**src/rtl/uart_tx_arbiter.sv**
```systemverilog
// Round-robin arbiter between CPU and monitor byte sources feeding one 8N1
// serial transmitter; the line idles high and every output is registered.
module uart_tx_arbiter #(
  parameter int CLOCK_DIVISOR = 4618
) (
  input  logic       clk,
  input  logic       reset_n,
  input  logic       i_ENABLE,
  input  logic       i_CPU_REQ,
  input  logic [7:0] i_CPU_DATA,
  output logic       o_CPU_ACK,
  input  logic       i_MON_REQ,
  input  logic [7:0] i_MON_DATA,
  output logic       o_MON_ACK,
  output logic       o_UART_RX,
  output logic       o_BUSY,
  output logic       o_LAST_GRANT
);

  localparam logic [12:0] BAUD_LAST = 13'(CLOCK_DIVISOR - 1);

  typedef enum logic [1:0] {IDLE, START, DATA, STOP} state_t;

  state_t      state, state_nxt;
  logic [12:0] baud_cnt, baud_cnt_nxt;
  logic [2:0]  bit_cnt, bit_cnt_nxt;
  logic [7:0]  shift_reg, shift_reg_nxt;
  logic        uart_rx_nxt, cpu_ack_nxt, mon_ack_nxt, busy_nxt, last_grant_nxt;
  logic        grant_cpu, grant_mon;
  logic        bit_end;

  assign bit_end = (baud_cnt == BAUD_LAST);

  always_ff @(posedge clk or negedge reset_n) begin
    if (!reset_n) begin
      state        <= IDLE;
      baud_cnt     <= '0;
      bit_cnt      <= '0;
      shift_reg    <= '0;
      o_UART_RX    <= 1'b1;
      o_CPU_ACK    <= 1'b0;
      o_MON_ACK    <= 1'b0;
      o_BUSY       <= 1'b0;
      o_LAST_GRANT <= 1'b1;
    end else begin
      state        <= state_nxt;
      baud_cnt     <= baud_cnt_nxt;
      bit_cnt      <= bit_cnt_nxt;
      shift_reg    <= shift_reg_nxt;
      o_UART_RX    <= uart_rx_nxt;
      o_CPU_ACK    <= cpu_ack_nxt;
      o_MON_ACK    <= mon_ack_nxt;
      o_BUSY       <= busy_nxt;
      o_LAST_GRANT <= last_grant_nxt;
    end
  end

  always_comb begin
    state_nxt      = state;
    baud_cnt_nxt   = baud_cnt;
    bit_cnt_nxt    = bit_cnt;
    shift_reg_nxt  = shift_reg;
    uart_rx_nxt    = o_UART_RX;
    cpu_ack_nxt    = 1'b0;
    mon_ack_nxt    = 1'b0;
    busy_nxt       = o_BUSY;
    last_grant_nxt = o_LAST_GRANT;
    grant_cpu      = 1'b0;
    grant_mon      = 1'b0;

    case (state)
      IDLE: begin
        uart_rx_nxt = 1'b1;
        busy_nxt    = 1'b0;
        // On a tie the requester not served last wins.
        if (i_ENABLE) begin
          grant_cpu = i_CPU_REQ && (!i_MON_REQ || o_LAST_GRANT);
          grant_mon = i_MON_REQ && (!i_CPU_REQ || !o_LAST_GRANT);
        end
        if (grant_cpu || grant_mon) begin
          shift_reg_nxt  = grant_cpu ? i_CPU_DATA : i_MON_DATA;
          cpu_ack_nxt    = grant_cpu;
          mon_ack_nxt    = grant_mon;
          last_grant_nxt = grant_mon;
          bit_cnt_nxt    = '0;
          baud_cnt_nxt   = '0;
          uart_rx_nxt    = 1'b0;
          busy_nxt       = 1'b1;
          state_nxt      = START;
        end
      end
      START: begin
        if (bit_end) begin
          baud_cnt_nxt = '0;
          uart_rx_nxt  = shift_reg[0];
          state_nxt    = DATA;
        end else begin
          baud_cnt_nxt = baud_cnt + 13'd1;
        end
      end
      DATA: begin
        if (bit_end) begin
          baud_cnt_nxt  = '0;
          shift_reg_nxt = {1'b0, shift_reg[7:1]};
          bit_cnt_nxt   = bit_cnt + 3'd1;
          if (bit_cnt == 3'd7) begin
            uart_rx_nxt = 1'b1;
            state_nxt   = STOP;
          end else begin
            uart_rx_nxt = shift_reg[1];
          end
        end else begin
          baud_cnt_nxt = baud_cnt + 13'd1;
        end
      end
      STOP: begin
        if (bit_end) begin
          baud_cnt_nxt = '0;
          uart_rx_nxt  = 1'b1;
          busy_nxt     = 1'b0;
          state_nxt    = IDLE;
        end else begin
          baud_cnt_nxt = baud_cnt + 13'd1;
        end
      end
      default: state_nxt = IDLE;
    endcase
  end

endmodule
```
**config.mk**
```make
export PLATFORM = sky130hd
export DESIGN_NAME = uart_tx_arbiter
export DESIGN_NICKNAME = d
export VERILOG_FILES = /design/src/rtl/uart_tx_arbiter.sv
export SDC_FILE = /design/constraint.sdc
export NUM_CORES = 1
export LEC_CHECK = 0
export ABC_AREA = 1
export CAP_MARGIN = 15
export CORE_MARGIN = 8
export CORE_UTILIZATION = 50
export CTS_CLUSTER_DIAMETER = 40
export DETAILED_ROUTE_END_ITERATION = 10
export GPL_TIMING_DRIVEN = 1
export HOLD_SLACK_MARGIN = 0.1
export PLACE_DENSITY = 0.79
export SKIP_CTS_REPAIR_TIMING = 1
export SLEW_MARGIN = 20
export SYNTH_ARGS = -nofsm -noshare
export SYNTH_HDL_FRONTEND = slang
export SYNTH_SLANG_ARGS = --single-unit
```
**constraint.sdc**
```tcl
create_clock -name clk -period 1.3 [get_ports clk]
set_input_delay 0.39 -clock clk [delete_from_list [all_inputs] [get_ports clk]]
set_output_delay 0.39 -clock clk [all_outputs]
set_load 0.01 [all_outputs]
```
# ---- Word level (Yosys, flattened, before mapping)
# Cells that the tools add are included.
dict set report word_totals {
  out_inout_bits 5
  regBits 31
  wordCells 71
  input_bits 21
}
dict set report op_classes {
  muxes 33
  eq_ne 10
  add_sub_neg 2
  n_reduce_logical 17
}
# operator n
set ops {}
lappend ops {{13-bit two-way mux} 2}
lappend ops {{13-bit case mux with 2 select lines} 1}
lappend ops {{8-bit two-way mux} 3}
lappend ops {{8-bit case mux with 2 select lines} 1}
lappend ops {{1-bit two-way mux} 15}
lappend ops {{13-bit by 1-bit adder with 13-bit output (second input constant)} 1}
lappend ops {{13-bit equality test (second input constant)} 1}
lappend ops {{2-bit two-way mux} 5}
lappend ops {{2-bit != test (second input constant)} 5}
lappend ops {{2-bit case mux with 4 select lines} 1}
lappend ops {{3-bit two-way mux} 2}
lappend ops {{3-bit case mux with 2 select lines} 1}
lappend ops {{3-bit AND reduction} 2}
lappend ops {{5-bit AND reduction} 1}
lappend ops {{2-bit equality test (second input constant)} 2}
lappend ops {{1-bit case mux with 4 select lines} 1}
lappend ops {{2-bit AND reduction} 2}
lappend ops {{2-bit nonzero test} 2}
lappend ops {{3-bit by 1-bit adder with 3-bit output (second input constant)} 1}
lappend ops {{3-bit equality test (second input constant)} 1}
lappend ops {{1-bit logical NOT} 3}
lappend ops {{1-bit logical OR} 3}
lappend ops {{3-bit OR reduction} 1}
lappend ops {{2-bit by 1-bit equality test with 1-bit output (second input constant)} 1}
lappend ops {{other kinds (3)} 4}

# ---- Longest topological paths before layout
# Gate-level depths: netlist (run 1).
dict set report logic_depth {
  depth_word 8
  mapped_depth 10
}

# ---- Least setup slack after synthesis (run 1)
# OpenSTA, ideal clock, no wires.
dict set report synth_path {
  kind {register to register}
  from {register state[0]}
  to {register baud_cnt[11]}
  path_stages_with_launch 9
  setup_time_ns 0.125
  t_required_ns 1.175
  arrival_time_ns 1.252
  path_buffers 2
  setup_slack_ns -0.078
  cell_sequence {dfrtp_1 > inv_1 > ha_1 > nand3_2 > buf_6 > buf_2 > nand4_1 > nand2_1 > nor2_1}
}
dict set report synth_between {
  elab_chain_cells 3
  elab_cells_between_ends 7
  classes_between {eq/ne (4); mux (1); reduce/logical (2)}
}
# item line_no
set synth_rtl {}
lappend synth_rtl {{start, declared} 24} ;# state_t state, state_nxt;
lappend synth_rtl {{start signal, assigned} 46} ;# state <= state_nxt;
lappend synth_rtl {{2-bit equality test or 2-bit by 1-bit equality test with 1-bit output (tied branches)} 71} ;# case (state)
lappend synth_rtl {{3-bit OR reduction (no source line)} -}
lappend synth_rtl {{13-bit case mux with 2 select lines} 71}
lappend synth_rtl {{end signal, assigned} 47} ;# baud_cnt <= baud_cnt_nxt;
lappend synth_rtl {{end, declared} 25} ;# logic [12:0] baud_cnt, baud_cnt_nxt;
# Several ways; a longest one is shown, not always the timed one.
# A chain may end at the register's enable or synchronous reset.

# ---- Worst setup path in the final report (run 1)
dict set report layout_path {
  from {register baud_cnt[1]}
  to {register baud_cnt[11]}
}
dict set report layout_between {
  elab_chain_cells 3
  elab_cells_between_ends 4
  classes_between {add/sub (1); eq/ne (1); mux (2)}
}
# item line_no
set layout_rtl {}
lappend layout_rtl {{13-bit by 1-bit adder with 13-bit output or 13-bit equality test (tied branches)} -}
lappend layout_rtl {{13-bit two-way mux *} {93, 102, 117}}
lappend layout_rtl {{13-bit case mux with 2 select lines *} 71}
# Mark *: on every way between the ends. The rest lies on a longest branch, timed or not.

==> results of run 1 <==
[layout by cell type (no fill, tap or decap), types with 3 or more instances in the layout]
master / netlist / routed
nand3_1: 36 / 25
nand2_4: 0 / 6
nand2_2: 5 / 11
inv_1: 37 / 27
nand3_2: 4 / 12
nor2_1: 24 / 18
clkdlybuf4s50_1: 0 / 18
dfrtp_1: 29 / 29
ha_1: 9 / 4
inv_2: 4 / 13
nand3_4: 0 / 3
nor2_2: 1 / 5
buf_12: 0 / 4
o21ai_1: 0 / 7
dlymetal6s2s_1: 0 / 5
o21ai_0: 13 / 4
buf_4: 0 / 26
clkbuf_8: 0 / 5
nand4_1: 7 / 7
buf_6: 3 / 8
nor2_4: 2 / 4
ha_4: 0 / 3
nand2_1: 98 / 86
[routing by layer]
| metal | vias to the layer above | part of all wire (%) |
|---|---|---|
| li1 | 1031 | - |
| met4 | 0 | 2.4 |
| met5 | - | 0 |
| met2 | 71 | 52 |
| met1 | 955 | 41 |
| met3 | 13 | 4.7 |
[worst paths after layout]
kind	endpoint	slack, ns	depth (start not counted)
min	o_CPU_ACK	0.45	2
max	baud_cnt[11]	-0.18	7
min reg2reg	shift_reg[2]	0.49	2
max in group asynchronous	o_UART_RX	0.59	2
min in group clk	o_MON_ACK	0.46	4
max reg2reg	baud_cnt[11]	-0.18	7
[power by group through the flow]
| stage | Clock [mW] | Sequential, mW | Combinational, mW |
|---|---|---|---|
| after floorplan | 0 | 1.47 | 1.54 |
| after global placement | 0 | 1.44 | 2.42 |
| after detailed placement | 0 | 1.46 | 2.50 |
| after CTS | 0.751 | 1.45 | 2.52 |
| after global routing | 0.797 | 1.51 | 3.90 |
| final | 0.753 | 1.48 | 3.61 |
[final cells by class]
class	instances	area (um^2)	share of cell area, %
Timing Repair Buffer	63	648	21.5
Clock inverter	1	5.00	0.166
Tap cell	50	62.6	2.07
Inverter	42	163	5.39
Sequential cell	31	778	25.8
Multi-Input combinational cell	209	1290	42.6
Clock buffer	7	76.3	2.53
[synth_stat cells]
cell type / n
clkinv_1: 1
inv_1: 37
nor2_1: 24
dfstp_2: 2
o21bai_2: 1
buf_6: 3
nand3b_1: 2
dfrtp_1: 29
buf_2: 3
nor2_4: 2
nand2_1: 98
xor2_1: 2
a21oi_4: 1
nand3_2: 4
ha_1: 9
clkbuf_1: 1
nand3_1: 36
inv_2: 4
nand4_1: 7
o21ai_0: 13
nand2_2: 5
a21oi_1: 2
nor2_2: 1
[per-stage QoR]
step	hold WS, ns	cell area, um^2	utilization (%)	power (mW)
floorplan	0.0944	2040	-	3.01
global placement	0.455	2570	65.1	3.86
detailed placement	0.463	2570	65.1	3.95
CTS	0.466	2650	67.2	4.71
global route	0.473	3020	76.6	6.21
finish	0.454	3020	76.6	5.85
[kinds of logic (layout without fill, tap and decap cells)]
kind of cell               count (synthesis)  after routing  share of synthesized area [%]
buffers and inverters                     49            113                           10.4
AOI/OAI and AO/OA                         17             17                           5.08
adders and majority gates                  9              9                           5.58
xor gates and xnor gates                   2              2                          0.868
DFF                                       31             31                           38.6
and+or+nand+nor                          179            181                           39.5
==> summary.txt, run 1 <==
Synth top area share -> 36.0%
Psw -> 2.53 mW
CTS tree -> yes
Crit path max-delay family -> simple AND/OR/NAND/NOR gates
Min cycle time layout -> 1.48 ns
HPWL Detailed -> 3580 um
Clock buffer depth -> 2
H-tree Lvls -> 2
Crit path kind -> reg -> reg
WL final -> 5640 um
Fmax -> 674 MHz
ANT cells -> 0
Cell Area, Synth -> 2020 um^2
Largest register FFs -> 13
Max Cap Viol -> 0
Antenna-violating nets left -> 0
Synth area leaders -> dfrtp_1, nand2_1, nand3_1
Post-DR vias/cell -> 5.14
Root Driver -> clkbuf_8
CP max FO -> 8
First-pass GRT wire length -> 8250 um
Leak -> 1.57 nW
Core area -> 3940 um^2
Crit path max-delay cell type -> dfrtp_1
Worst slew margin -> 83.1%
Num CTS Buffers -> 5
Detailed-route DRC error count -> 0
Clock skew -> 0.0120 ns
Overall Global Routing Usage -> 16.1%
Power per Cell Area -> 1940 nW/um^2
Sink Count -> 31
Clock-pin slew on the worst setup and hold paths -> 0.08 ns
Die Wd -> 79.5 um
Startpoint Class -> flop
DR WL/cell -> 14.0 um
Violated checks -> negative setup slack
Worst VDD drop -> 1.17 mV
Post-route non-filler standard cell count -> 403
DR iter-0 viols -> 189
Period utilization -> 114%
Pint -> 3.32 mW
Row cnt -> 23
Inst Count DP -> 388
Outcome -> finished with violations
Syn_nets -> 317
Total number of vias -> 2070
GR peak layer -> met2
I/O Buffers -> 25
DR pass1 iterations -> 4
Largest stage delay, worst path -> 0.39 ns
Synth Warn # -> 0
Worst EP arrival -> 1.65 ns
Initial antenna violation count -> 0
Synth cell types -> 23
Required @ worst endpoint -> 1.46 ns
Reg2Reg Launch Point -> baud_cnt[1]
Most area-hungry cell type in the Yosys netlist -> dfrtp_1
#FFs+latches synth -> 31
Final setup viols -> 27
Met1 Use GR -> 18.0%
Vias in the first global route -> 1975
Layout cells sized above 1 -> 32.9%
GP Congestion -> 0.876
Worst Setup SP -> baud_cnt[1]
Cells after synthesis -> 287
Sequential share of the synthesized area -> 38.6%
Clock share of power -> 12.9%
Place WS -> -0.463 ns
Die area -> 6330 um^2
Final Hold Violating Endpoints -> 0
Clock Latency Late Sink -> 0.30 ns
Initial Util -> 51.2%
Crit path capture type -> flop
Io pins -> 26
Switching share of power -> 43.2%
Fillers -> 267
Worst Tran Pin Value -> 0.253 ns
Grt met3 use -> 3.72%
CP Cell Sequence -> inv_2 > ha_2 > nand2_2 > nor2_4 > nand3_2 > a21oi_4 > nor2_1
Average size of a mapped cell -> 7.03 um^2
Pins Over Slew Limit -> 0
Fin worst setup slack -> -0.185 ns
Grt met2 use -> 28.2%
Setup TNS Final -> -3.15 ns
Buf/Inv on CP -> 1
Final net count -> 382
Unrepaired setup endpoints after global routing -> yes
Layout area overhead -> 49.6%
Largest net degree at the start of global routing -> 32
Combinational fraction of design power -> 61.8%
Chip Height -> 79.5 um
Flop pwr share -> 25.3%
Class of the worst hold path -> in -> async
Global route overflow -> 0
(Power assumes the default switching activity.)
==> run 2: changes to the inputs <==
Settings changed: CTS_CLUSTER_SIZE from default to 30.
==> results of run 2 <==
The final DEF is identical to that of run 1; final timing and power are the same.
